===== config.mk =====
export PLATFORM = sky130hd
export DESIGN_NAME = umac_bi_scaled_s2b
export DESIGN_NICKNAME = d
export VERILOG_FILES = /design/src/rtl/umac_s2b_pkg.sv /design/src/rtl/uones_cnt.sv /design/src/rtl/umac_bi_scaled_s2b.sv
export SDC_FILE = /design/constraint.sdc
export NUM_CORES = 1
export LEC_CHECK = 0
export ABC_AREA = 1
export CAP_MARGIN = 5
export CORE_ASPECT_RATIO = 0.6
export CORE_UTILIZATION = 39
export CTS_CLUSTER_DIAMETER = 120
export CTS_CLUSTER_SIZE = 12
export DETAILED_ROUTE_END_ITERATION = 10
export PLACE_DENSITY = 0.65
export SLEW_MARGIN = 10
export SYNTH_ARGS = -nofsm -noshare
export SYNTH_HDL_FRONTEND = slang
export SYNTH_SLANG_ARGS = --single-unit

===== constraint.sdc =====
create_clock -name clk -period 1.4 [get_ports clk]
set_input_delay 0.28 -clock clk [delete_from_list [all_inputs] [get_ports clk]]
set_output_delay 0.28 -clock clk [all_outputs]
set_load 0.01 [all_outputs]

===== src/rtl/umac_s2b_pkg.sv =====
// Shared types and constants for the MAC16 family of bitstream-to-binary decoders.
package umac_s2b_pkg;

  typedef enum logic [1:0] {
    IDLE = 2'd0,
    ACC  = 2'd1,
    HOLD = 2'd2
  } state_t;

  localparam int DEF_WIN_LOG2   = 8;
  localparam int DEF_SCALE_LOG2 = 4;

  // Signed result width: count bits plus sign plus the adder scale restore.
  function automatic int out_width(input int win_log2, input int scale_log2);
    return win_log2 + scale_log2 + 2;
  endfunction

endpackage


===== src/rtl/uones_cnt.sv =====
// Window ones/sample counter: counts ones over 2^WIN_LOG2 enabled samples.
module uones_cnt #(
  parameter int WIN_LOG2 = 8
) (
  input  logic              clk,
  input  logic              rst_n,
  input  logic              clr,
  input  logic              en,
  input  logic              din,
  output logic [WIN_LOG2:0] ones,
  output logic [WIN_LOG2:0] final_cnt,
  output logic              done
);

  localparam logic [WIN_LOG2-1:0] SAMPLE_ONE = 1;

  logic [WIN_LOG2-1:0] samples;

  // done marks the edge that consumes the last bit of the window; final_cnt
  // already includes that bit so the caller can latch it on the same edge.
  assign done      = en && (samples == '1);
  assign final_cnt = ones + {{WIN_LOG2{1'b0}}, din};

  // NOTE: sequential state uses non-blocking assignments so every flop samples
  // pre-edge values regardless of process ordering.
  always_ff @(posedge clk or negedge rst_n) begin
    if (!rst_n) begin
      ones    <= '0;
      samples <= '0;
    end else if (clr) begin
      ones    <= '0;
      samples <= '0;
    end else if (en) begin
      ones    <= final_cnt;
      samples <= samples + SAMPLE_ONE;
    end
  end

endmodule


===== src/rtl/umac_bi_scaled_s2b.sv =====
// Bipolar scaled stochastic MAC output decoder: ones count over a window,
// converted to a signed fixed-point dot product with valid/ready delivery.
module umac_bi_scaled_s2b
  import umac_s2b_pkg::*;
#(
  parameter int WIN_LOG2   = DEF_WIN_LOG2,
  parameter int SCALE_LOG2 = DEF_SCALE_LOG2,
  parameter int OUT_W      = out_width(WIN_LOG2, SCALE_LOG2)
) (
  input  logic                    clk,
  input  logic                    rst_n,
  input  logic                    iBit,
  input  logic                    iEn,
  input  logic                    iStart,
  input  logic                    iAbort,
  input  logic                    iReady,
  output logic                    oBusy,
  output logic                    oValid,
  output logic [WIN_LOG2:0]       oCnt,
  output logic signed [OUT_W-1:0] oVal
);

  localparam logic [WIN_LOG2+1:0] WIN_LEN = {2'b01, {WIN_LOG2{1'b0}}};

  state_t state, state_next;

  logic                    cnt_clr;
  logic                    cnt_en;
  logic                    cnt_done;
  logic [WIN_LOG2:0]       cnt_ones;
  logic [WIN_LOG2:0]       cnt_final;
  logic signed [WIN_LOG2+1:0] diff;
  logic signed [OUT_W-1:0]    val_next;

  // Abort is folded in here so a window can never complete on an abort edge.
  assign cnt_en = (state == ACC) && iEn && !iAbort;

  uones_cnt #(
    .WIN_LOG2(WIN_LOG2)
  ) u_cnt (
    .clk      (clk),
    .rst_n    (rst_n),
    .clr      (cnt_clr),
    .en       (cnt_en),
    .din      (iBit),
    .ones     (cnt_ones),
    .final_cnt(cnt_final),
    .done     (cnt_done)
  );

  // 2*count - L lies in -L..+L, so the modular subtraction is exact in
  // WIN_LOG2+2 bits; the scale shift then restores the 1/16 adder weighting.
  assign diff     = $signed({cnt_final, 1'b0} - WIN_LEN);
  assign val_next = OUT_W'(diff) <<< SCALE_LOG2;

  always_ff @(posedge clk or negedge rst_n) begin
    if (!rst_n) state <= IDLE;
    else        state <= state_next;
  end

  // NOTE: every signal driven here gets a default first so no path can
  // leave it unassigned and infer a latch.
  always_comb begin
    state_next = state;
    cnt_clr    = 1'b0;
    if (iAbort) begin
      state_next = IDLE;
      cnt_clr    = 1'b1;
    end else begin
      unique case (state)
        IDLE: if (iStart) begin
          state_next = ACC;
          cnt_clr    = 1'b1;
        end
        ACC: if (cnt_done) state_next = HOLD;
        HOLD: if (iReady) begin
          if (iStart) begin
            state_next = ACC;
            cnt_clr    = 1'b1;
          end else begin
            state_next = IDLE;
          end
        end
        default: state_next = IDLE;
      endcase
    end
  end

  // Flags are registered from next-state so they change with the state flop;
  // results survive an abort and are only cleared by reset.
  always_ff @(posedge clk or negedge rst_n) begin
    if (!rst_n) begin
      oBusy  <= 1'b0;
      oValid <= 1'b0;
      oCnt   <= '0;
      oVal   <= '0;
    end else begin
      oBusy  <= (state_next == ACC);
      oValid <= (state_next == HOLD);
      if (cnt_done) begin
        oCnt <= cnt_final;
        oVal <= val_next;
      end
    end
  end

endmodule


==> Yosys cells after proc, flatten, opt, wreduce, memory -nomap -nowiden <==
Cells that the tools add are included.
{ "classes": {"n_addsub": 3, "multipliers": 0, "div": 0, "n_lt_le_gt_ge": 0, "eq_ne": 5, "shifts": 0, "muxes": 14, "bitwise": 0, "reduce_logical": 6} }
{ "op_table": {"columns": ["op", "count"], "rows": [
  ["$mux 9", 2],
  ["$mux 8", 2],
  ["$sub 10x9->10 const B", 1],
  ["$add 9x1->9", 1],
  ["$add 8x1->8 const B", 1],
  ["$eq 8x8->1 const B", 1],
  ["$mux 2", 4],
  ["$pmux 2 s3", 1],
  ["$eq 2x1->1 const B", 2],
  ["$eq 2x2->1 const B", 2],
  ["$mux 1", 4],
  ["$logic_and 1x1->1", 3],
  ["$logic_not 2->1", 1],
  ["$pmux 1 s2", 1],
  ["$reduce_bool 2->1", 1],
  ["$logic_not 1->1", 1]
]} }
{ "word_totals": {"ff_bits": 40, "latch_bits": 0, "mem_bits_rw": 0, "romBits": 0, "input_bits": 7, "word_cells": 35, "mem_count": 0} }

==> Depth between registers and ports, before layout <==
Gate-level depths: netlist of run 1.
{ "logic_depth": {"word_depth": 8, "ltp_mapped": 9} }

==> Modules after synthesis <==
Synthesis of run 1 repeated with hierarchy kept, for this count alone.
{ "unflattened": {"cells_unflattened": 207, "hier_area_um2": 1671.6} }
{ "modules_own_cells": {"columns": ["mod", "instances", "cells_per_inst", "area_each_um2", "seq_area_each_um2"], "rows": [
  ["uones_cnt", 1, 125, 949.7, 425.4],
  ["umac_bi_scaled_s2b", 1, 82, 721.9, 375.4]
]} }

==> Worst setup path before layout of run 1 <==
OpenSTA, ideal clock, no wires.
{ "synth_path": {"path_type": "register -> register", "start": "register u_cnt.ones[0]", "end": "register oVal[13]", "setup_time_ns": 0.124, "arrival_ns": 1.238, "path_slack_ns": 0.038, "path_stages_with_launch": 10, "path_cell_list": "dfrtp_1 > ha_1 > ha_1 > nand2_1 > nor2_2 > nand2_1 > nand2_1 > nand2_1 > nand3_1 > nand3_1"} }
{ "synth_via": {"elab_chain_len": 2} }
{ "synth_lines": {"columns": ["element", "line_no", "source"], "rows": [
  ["from (decl)", "uones_cnt.sv:10", "output logic [WIN_LOG2:0] ones,"],
  ["from (signal assigned)", "uones_cnt.sv:34", "ones <= final_cnt;"],
  ["$add 9x1->9", "uones_cnt.sv:22", "assign final_cnt = ones + {{WIN_LOG2{1'b0}}, din};"],
  ["$sub 10x9->10", "umac_bi_scaled_s2b.sv:53", "assign diff = $signed({cnt_final, 1'b0} - WIN_LEN);"],
  ["to (signal assigned)", "umac_bi_scaled_s2b.sv:102", "oVal <= val_next;"],
  ["to (decl)", "umac_bi_scaled_s2b.sv:20", "output logic signed [OUT_W-1:0] oVal"]
]} }
Every way passes these cells.
A chain may end at the register's enable or synchronous reset.

==> Worst setup path in the final report of run 1 <==
{ "layout_path": {"start": "register u_cnt.ones[0]", "end": "register u_cnt.ones[6]"} }
{ "layout_via": {"elab_chain_len": 3} }
{ "layout_lines": {"columns": ["element", "line_no", "source"], "rows": [
  ["$add 9x1->9", "uones_cnt.sv:22", null],
  ["$mux 9", "uones_cnt.sv:33", "end else if (en) begin"],
  ["$mux 9", "uones_cnt.sv:30", "end else if (clr) begin"]
]} }
Every way passes these cells. The select of a mux whose other input is x is not followed.

==> impl_summary.md, run 1 <==
STA
The count of endpoints failing hold in the final timing report is 0. The post-route clock period utilization is 0.9772. The number of failing setup endpoints in the final timing report is 0. Hold timing on the final database bottoms out at a slack of 0.3504 ns. The max-slew violation count was 0.

The setup TNS is 0 ns. Setup repair after global routing could not meet its margin everywhere. The post-route minimum period is 1.368 ns. The post-route worst setup slack is 0.03193 ns. On the final layout, the worst clock skew is 0.002750 ns.

The maximum clock frequency is 0.7310 GHz.

CTS
Clock tree synthesis selected as its root buffer the cell clkbuf_8. The clock slew seen by the registers of the worst setup and hold paths is 0.07 ns. The TritonCTS clock tree is yes. The clock drives 32 sinks. In this run, post-CTS hold repair placed 0 buffers. Buffers inserted during clock tree synthesis total 5.

The H-tree depth is 2. At the later pin of the worst-skew pair, clock insertion delay measures 0.29 ns. The number of buffers on the longest clock path is 2.

Worst setup path
Along the worst path, the maximum fanout reaches 4. The critical path data required time is 1.57 ns. The nature of the critical path startpoint is a flip-flop. The data arrival time of the critical path is 1.54 ns. The kind of end point of the critical path is a flip-flop.

The worst register-to-register path begins at u_cnt.ones[0]. The worst setup path is of the flip-flop to flip-flop kind. The setup check on the worst reg-to-reg path leaves a slack of 0.03 ns. The critical register-to-register path endpoint is u_cnt.ones[6]. For the worst flop-to-flop path, the logic depth is 8.

Route
The first detailed-routing pass ran for 4 iterations. The via density per instance is 4.761. For this block, the routed nets add up to 3838 um of wire. The wire length per cell is 12.54 um. The routed layout has 1,457 vias.

Once detail routing completed, the nets flagged for antenna violations numbered 0. After detailed routing, the number of remaining DRC violations is 0. In this run, the number of DRC markers left after iteration 0 of detailed routing was 128.

Yosys
Counting flops and latches in the post-synthesis netlist gives 32. During synthesis, Yosys emitted a total of 0 warnings. The number of synthesized flops with an enable pin is 0.

Of the total synthesized cell area, the portion taken by XOR and XNOR cells is 0.02093. The cell count after synthesis came out at 200. After synthesis, the largest family of logic cells by area is simple AND/OR/NAND/NOR gates. In this run the mean area of a mapped cell was 8.371 um2.

The share of synthesized area in the top cell type comes to 0.4783. Among all flip-flop cells after synthesis, the most frequent one is dfrtp_1. The adder-cell share of the synthesized area is 0.02242. For this run, the register share of the synthesized area comes to 0.4783. The fraction of the mapped netlist area in simple logic gates is 0.2593.

The post-synthesis compound-gate area fraction is 0.09567. The post-synthesis cell type count is 26. The cell area that synthesis handed to floorplanning was 1674 um2. The share of flip-flops with an asynchronous set or reset after synthesis is 1.000. The dominant cell type by area after synthesis is dfrtp_1.

By area the synthesized netlist is led by dfrtp_1 48%, nand2_1 11%, buf_4 5.4%. The commonest cells after synthesis are 50 x nand2_1, 32 x dfrtp_1, 22 x inv_1. The most common cell in the synthesized netlist is nand2_1. The portion of synthesized area spent on multiplexers is 0.

Global routing
The first global-routing pass estimated 5892 um of wire. The total global-route track usage is 0.1810. The initial antenna violation count is 0. The via count of the first global-routing pass came to 1,210. Entering global routing, the biggest net connects 33 pins. The global route total overflow is 0.

Run
Max-cap violations in this run came to 0.

Cells and area
0 antenna diodes ended up in the layout. The share of layout cells above drive strength 1 is 0.2520. After routing the design area is 2345 um2. The area growth from synthesis to layout is 40.06%. For this run, the post-layout net count is 255.

Place
During placement, the flow inserted port buffers numbering 26. Routability-driven placement finished with a final weighted congestion of 0.8239. Summing all placed instances gives a cell area of 2077 um2.

Timing analysis after detailed placement gives a worst setup slack of -0.4661 ns. The sum of net half-perimeters after detailed placement is 2614 um.

Floorplan
For this design the top-level I/O count stands at 32. The core region is 4121 um2. The floorplan row count is 18. The height of the die is 52.75 um. For this configuration, the core starts out at a cell density of 0.4062. The die covers 4567 um2. The floorplan step set the die width to 86.59 um.

Power
The highest ir drop seen on vdd is 491.3 uV. In this run the power density over the cells is 868.1 nW/um2. The leakage power of the design is 1.191 nW.

Hold path
The worst hold path belongs to the class input pin to async pin.

Status
The run finished with clean final reports.
==> layout make-up <==
type | count | area, um2
repair buffers | 47 | 432.9
fillers | 392 | 1777
well taps | 60 | 75.07
multi-input cells | 135 | 833.3
clock buffers | 6 | 72.57
clock inverters | 2 | 35.03
flip-flops and latches | 32 | 800.8
inverters | 24 | 95.09
==> registers in the layout (all words and copies together) (netlist names) <==
signal and count:
oCnt 9, u_cnt.ones 9, u_cnt.samples 8, oVal 2, state 2, oBusy 1
oValid 1
==> power by group <==
group / switching [W] / internal (W)
registers: 0.0000139 / 0.000943
clock network: 0.000356 / 0.000528
logic: 0.000105 / 0.0000895
total: 0.000475 / 0.00156
==> worst max path at each step <==
stage | startpoint | to
CTS | u_cnt.ones[0] | oVal[13]
floorplan | u_cnt.ones[0] | oVal[13]
global route | u_cnt.ones[0] | u_cnt.ones[6]
finish | u_cnt.ones[0] | u_cnt.ones[6]
global placement | iBit | oVal[13]
detailed placement | iBit | oVal[13]
==> placed cells by master (no fill, tap or decap), types with 7 or more instances in the layout <==
| cell type | Yosys | layout |
|---|---|---|
| nand2_2 | 1 | 9 |
| o21ai_0 | 12 | 7 |
| a21oi_1 | 8 | 8 |
| nand3_1 | 17 | 15 |
| dfrtp_1 | 32 | 32 |
| buf_4 | 12 | 17 |
| nor2_1 | 11 | 9 |
| o21ai_1 | 3 | 8 |
| nand2_1 | 50 | 40 |
| dlygate4sd2_1 | 0 | 21 |
| inv_1 | 22 | 19 |
==> routing by layer <==
layer  vias to the layer above  global-route usage  share of wire
met3                         5             0.04724          0.084
met5                         -                   0              0
met4                         0             0.07500          0.012
li1                        724                   -              -
met2                        44              0.2381           0.39
met1                       684              0.2731           0.51
==> cells by family after synthesis <==
| family | after synthesis |
|---|---|
| simple gates | 92 |
| buf+inv | 38 |
| flops | 32 |
| compound gates | 30 |
| xor+xnor | 4 |
| fa+ha+maj | 3 |
| other cells | 1 |
==> what timing repair did <==
action | 4_1_cts | 5_1_grt
pin swaps | 5 | 15
gates resized for setup | 29 | 33
cloned | 0 | 1
buffers inserted | 0 | 4
hold endpoints to repair | 0 | 0
setup endpoints to repair | 39 | 28
==> through the flow <==
step                        util  power [W]  instances
after floorplan                -   0.001054        204
after global placement    0.5039   0.001150        293
after detailed placement  0.5039   0.001152        293
after CTS                 0.5328   0.002029        301
after global routing      0.5689   0.002112        306
final                     0.5689   0.002035        306
==> critical path, stage by stage (launching register included) <==
cell and delay, ns:
dfrtp_1 0.38, ha_4 0.16, ha_4 0.14, nand2_4 0.06, nor2_4 0.17, nand2_2 0.08
xor2_2 0.15, nand2_1 0.06, o21ai_1 0.06
No activity file was read; power rests on OpenSTA's default activity.
==> inputs of run 2 (changes only) <==
--- a/config.mk
+++ b/config.mk
@@ -12,7 +12,7 @@
 export CTS_CLUSTER_DIAMETER = 120
 export CTS_CLUSTER_SIZE = 12
 export DETAILED_ROUTE_END_ITERATION = 10
-export PLACE_DENSITY = 0.65
+export PLACE_DENSITY = 0.63
 export SLEW_MARGIN = 10
 export SYNTH_ARGS = -nofsm -noshare
 export SYNTH_HDL_FRONTEND = slang
==> constraint.sdc (replaced) <==
create_clock -name clk -period 1.7 [get_ports clk]
set_input_delay 0.34 -clock clk [delete_from_list [all_inputs] [get_ports clk]]
set_output_delay 0.34 -clock clk [all_outputs]
set_load 0.01 [all_outputs]
==> run 2 against run 1 <==
Compared with the run above:
- first-iteration DRC count fell by 37%
- via count decreased by 4.9%
- global-route usage increased by 0.43 points
- sequential power is 17% lower
- critical path type is now input pin to flip-flop
- largest power group unchanged
==> impl_summary.md, run 2 (same netlist as run 1, synthesis figures left out) <==
Worst setup path
The worst-path maximum fanout is 3. Among the stages of the critical path, the cell type that occurs most often is o21ai_0. On the worst path, the slowest cell contributes a delay of 0.46 ns. The critical path data required time is 1.87 ns. The standard cell with the maximum stage delay on the critical path is clkdlybuf4s50_1. Together, buffers and inverters on the worst path number 1. The critical path in this run is classified as input pin to flip-flop. The kind of end point of the critical path is a flip-flop. The nature of the critical path startpoint is an input pin. At the worst endpoint, the arrival time is 1.75 ns. The signal on the critical path passes through clkdlybuf4s50_1 > ha_1 > ha_2 > nand2_2 > o21ai_0 > o21ai_0. Broken down by cell family, the worst path's largest delay share belongs to compound AO/OA/AOI/OAI gates.

CTS
The insertion delay to the later sink of the worst-skew pair is 0.29 ns. The tree built by TritonCTS fans out to 32 sinks. No sink is reached through more buffers than the 2 on the longest clock path. TritonCTS built the clock tree. The clock slew seen by the registers of the worst setup and hold paths is 0.07 ns. The number of clock buffers added by TritonCTS is 5. The tree is rooted in a clkbuf_8. In this run the post-CTS setup repair buffer count came out at 0. The H-tree depth is 2. Once the clock tree was built, the resizer swapped 0 gates to a different size. The number of buffers inserted by hold repair at cts is 0.

Cells and area
Leaving out fill and tap cells, the most frequent cells in the layout are 49 x nand2_1, 32 x dfrtp_1, 26 x clkdlybuf4s50_1. Leaving out fill and tap cells, the most frequent cell in the layout is nand2_1. The final antenna diode count is 0. The number of nets at the end of the flow is 245. Compared with the post-synthesis result, the final layout area differs by 27.73%. The share of layout cells above drive strength 1 is 0.1398. The largest registers in the layout are oCnt x9, u_cnt.ones x9, u_cnt.samples x8.

Global routing
Entering global routing, the biggest net connects 33 pins. Summed over all layers, the global routing overflow is 0. The first-pass GRT wire length is 6078 um. The via count of the first global-routing pass is 1,315. The initial antenna violation count is 0.

The total global-route track usage is 0.1852.

Hold path
The worst hold-check path type is input pin to async pin.

STA
Across all hold checks on the routed design, the worst slack comes to 0.4385 ns. The count of endpoints failing hold in the final timing report is 0. Setup repair after global routing left no endpoint under its margin.

After layout, the minimum clock period comes to 1.584 ns. The post-route clock period utilization is 0.9316. For this run, the top clock speed supported by timing is 0.6314 GHz. The max-slew violation count was 0. On the final layout, the worst clock skew is 0.007021 ns. Setup violations remaining at the end of the flow were counted as 0.

Power
The power density normalized to cell area is 766.2 nW/um2. The design draws 0.001638 W. IR analysis of the VDD net gives a maximum drop of 339.6 uV. The analysis attributes to cell leakage a power of 0.9949 nW.

Route
The wire length per cell is 12.18 um. The via density per instance is 4.679. The detail route stage leaves a number of antenna-violating nets equal to 0. The detailed-route DRC error count is 0. The number of DRC markers in iteration 0 is 81. The total length of routed wires is 3604 um. For this run, the detailed router's first-pass iteration total came to 6. Across all layers, the routed design uses 1,385 vias.

Place
Routability-driven placement finished with a final weighted congestion of 0.7937. In this run the tool buffered the top-level ports with 26 buffer cells. The sum of net half-perimeters after detailed placement is 2666 um.

Run
The max capacitance violation total is 0.

Status
The run finished with clean final reports.

Floorplan
In this run the standard cell core region covers 4121 um2. From bottom edge to top edge, the die measures 52.75 um. The floorplan row count is 18.

The number of top-level pins is 32. The initial core utilization is 0.4062. The die covers 4567 um2. The die width is 86.59 um.
## run 2: worst paths after layout
check | from | endpoint | cells past startpoint | slack [ns]
max | iBit | oCnt[4] | 6 | 0.12
min | rst_n | u_cnt.ones[5] | 2 | 0.44
max reg2reg | u_cnt.samples[0] | oBusy | 8 | 0.21
min reg2reg | oCnt[8] | oCnt[8] | 2 | 0.49
max in group asynchronous | rst_n | state[0] | 2 | 0.96
min in group clk | oCnt[8] | oCnt[8] | 2 | 0.49
## run 2: stage by stage
step,utilization,cells,area [um2],TNS [ns],setup slack [ns]
2_1_floorplan,-,204,1689,0,0.3315
3_3_place_gp,0.4888,288,2014,-1.719,-0.2032
3_5_place_dp,0.4888,288,2014,-1.976,-0.2251
4_1_cts,0.5149,296,2122,0,0.08230
5_1_grt,0.5188,296,2138,0,0.01749
6_report,0.5188,296,2138,0,0.1163
## run 2: cell type report
| cell class | count | area, um2 |
|---|---|---|
| well taps | 60 | 75.07 |
| inverters | 24 | 90.09 |
| flip-flops and latches | 32 | 800.8 |
| multi-input cells | 134 | 701.9 |
| fillers | 390 | 1983 |
| repair buffers | 38 | 362.8 |
| clock buffers | 6 | 72.57 |
| clock inverters | 2 | 35.03 |
## run 2: power by group
part / leakage, nW / switching (W) / total, W / internal [W]
Sequential: 0.444 / 0.0000135 / 0.000790 / 0.000777
Combinational: 0.496 / 0.0000721 / 0.000122 / 0.0000496
Clock: 0.0552 / 0.000292 / 0.000726 / 0.000435
Total: 0.995 / 0.000377 / 0.00164 / 0.00126
## run 2: per-layer routing
metal	global-route usage	vias up	part of all wire
li1	-	705	-
met1	0.2675	629	0.55
met2	0.2579	45	0.38
met3	0.05197	6	0.060
met4	0.07500	0	0.015
met5	0	-	0
==> inputs of run 3 (changes only) <==
--- a/config.mk
+++ b/config.mk
@@ -13,6 +13,7 @@
 export CTS_CLUSTER_SIZE = 12
 export DETAILED_ROUTE_END_ITERATION = 10
 export PLACE_DENSITY = 0.63
+export SETUP_SLACK_MARGIN = 0.4
 export SLEW_MARGIN = 10
 export SYNTH_ARGS = -nofsm -noshare
 export SYNTH_HDL_FRONTEND = slang
==> run 3 against run 2 <==
Compared with the run above:
- combinational power is 38% higher
- maximum frequency is 19% higher
- final area is 15% higher
- via count is 10% higher
- clock skew is 0.0030 ns higher
- total power is 2.8% higher
- routed wire length is 16% higher
- sequential power is 0.5% lower
- worst setup slack better by 0.25 ns
- global-route usage is 0.68 points higher
- highest routed layer unchanged
==> impl_summary.md, run 3 (same netlist as run 1, synthesis figures left out) <==
STA
Hold is met by 0.4502 ns. Static timing analysis puts the maximum clock frequency at 0.7485 GHz. The post-route clock period utilization is 0.7859. Setup total negative slack on the finished layout was measured at 0 ns. The setup clock skew after layout is 0.01001 ns. Setup violations remaining at the end of the flow were counted as 0.

Setup repair after global routing could not meet its margin everywhere. The clock period could shrink to 1.336 ns. The max-slew violation count is 0. The worst path meets setup with 0.3639 ns of slack. The count of endpoints failing hold in the final timing report is 0.

Floorplan
For this design the top-level I/O count stands at 32. The die width is 86.59 um. The floorplan step defined a die boundary enclosing 4567 um2. The core region area is 4121 um2.

The initial core utilization is 0.4062. Measured along the y axis, the die boundary spans 52.75 um. The floorplan row count is 18.

Worst setup path
In this design, the stage delay of the slowest critical-path cell is 0.39 ns. STA classifies the critical path startpoint as a flip-flop. Among all stages on the critical path, the largest delay is contributed by dfrtp_1. At the worst endpoint, the required time is 1.88 ns. The worst setup path category is flip-flop to flip-flop. Among cell families on the critical path, the largest total delay comes from simple AND/OR/NAND/NOR gates. Data on the critical path arrives at its endpoint at 1.52 ns. The worst setup path is captured at a flip-flop. The signal on the critical path passes through ha_4 > ha_4 > nand2_4 > nor2_4 > nand2_2 > nand2_2 > nand2_4 > nand3_2 > nand3_2.

Of all nets on the critical path, the largest fanout is 4. The count of buffer and inverter cells on the critical path is 0.

Cells and area
The final antenna diode count is 0. The total non-filler cell area in the finished layout is 2466 um2. In the layout the commonest cells are 38 x nand2_1, 31 x dfrtp_1, 24 x buf_4. The area growth from synthesis to layout is 47.31%. The net count of the finished layout is 262. Leaving out fill and tap cells, the most frequent cell in the layout is nand2_1. The share of layout cells above drive strength 1 is 0.3557. The filler-free cell count of the finished design is 313.

The largest registers in the layout are oCnt x9, u_cnt.ones x9, u_cnt.samples x8.

Power
For this design the ratio of total power to cell area is 682.8 nW/um2. The worst-case IR drop observed on VDD is 456.9 uV. The leakage power of the design is 1.180 nW.

Global routing
The maximum number of pins on one net before global-route repair is 33. The total global-route track usage is 0.1921. The first-pass GRT wire length is 6216 um.

The via count of the first global-routing pass is 1,294. The initial antenna violation count is 0. Summed over all layers, the global routing overflow is 0.

Hold path
The worst hold-check path type is input pin to async pin.

Route
Detailed routing inserted a total of 1,528 vias. The first detailed-routing pass took 4 iterations. The detailed router finished its first iteration with 132 violations. The wire length per cell is 13.36 um.

The via density per instance is 4.882. The detailed-route DRC error count is 0. The detail route stage leaves a number of antenna-violating nets equal to 0. The routed design has 4182 um of wire.

CTS
The clock passes through at most 2 buffers. The library cell used as clock root buffer is clkbuf_8. The H-tree depth is 2. Clock tree synthesis found a total of 32 sinks. The number of buffers inserted by hold repair at cts is 0.

TritonCTS built the clock tree. The insertion delay to the later sink of the worst-skew pair is 0.29 ns. In this run, CTS created clock tree buffers numbering 5. The clock slew seen by the registers of the worst setup and hold paths is 0.07 ns.

Place
The congestion estimate from routability-driven global placement came to 0.8108. After legalization and detailed placement, the total HPWL measured 2583 um. In this run the cell area measured after placement is 2024 um2. The pre-CTS setup slack is -0.1679 ns. After detailed placement, the design holds a cell count of 288. Port buffering added 26 buffers.

Status
The run finished with clean final reports.

Run
The max capacitance violation total is 0.
## run 3: stage by stage
| step | utilization | total power, W |
|---|---|---|
| floorplan | - | 0.0008684 |
| global placement | 0.4912 | 0.0009226 |
| detailed placement | 0.4912 | 0.0009238 |
| CTS | 0.5598 | 0.001686 |
| global route | 0.5984 | 0.001765 |
| finish | 0.5984 | 0.001684 |
## run 3: final timing paths
kind	startpoint	to	slack, ns	cells after the start
hold reg to reg	oVal[12]	oVal[12]	0.50	2
max in group asynchronous	rst_n	u_cnt.ones[2]	0.93	2
setup / recovery	u_cnt.ones[0]	oVal[13]	0.36	9
hold / removal	rst_n	u_cnt.samples[3]	0.45	2
setup reg to reg	u_cnt.ones[0]	oVal[13]	0.36	9
min in group clk	oVal[12]	oVal[12]	0.50	2
## run 3: worst reg2reg max path, cell delays in order (launching register included)
cell	delay (ns)
dfrtp_1	0.39
ha_4	0.17
ha_4	0.14
nand2_4	0.06
nor2_4	0.13
nand2_2	0.08
nand2_2	0.09
nand2_4	0.06
nand3_2	0.07
nand3_2	0.05
## run 3: layout make-up
cell class              count  area [um2]
clock inverters             3       42.54
fillers                   360        1655
clock buffers               5       68.82
repair buffers             53       442.9
inverters                  24       102.6
well taps                  60       75.07
flip-flops and latches     32       802.0
multi-input cells         136       932.1
## run 3: power breakdown
group / switching [W] / internal, W / leakage, nW / total [W]
combinational: 0.0000994 / 0.0000685 / 0.684 / 0.000168
clock: 0.000296 / 0.000434 / 0.0541 / 0.000729
sequential: 0.0000101 / 0.000776 / 0.442 / 0.000786
## run 3: metal layers
layer | wire, um | global-route usage | vias to the layer above
met5 | 0 | 0 | -
met4 | 15 | 0.07500 | 0
met3 | 333 | 0.05354 | 2
met2 | 1813 | 0.2646 | 57
met1 | 2020 | 0.2804 | 725
li1 | - | - | 744
## run 3: timing repair
item                                    CTS  global route
endpoints found under the setup margin   45            38
pin swaps                                15            17
setup buffers                            12             3
cloned                                    1             1
resized for setup                        64            51
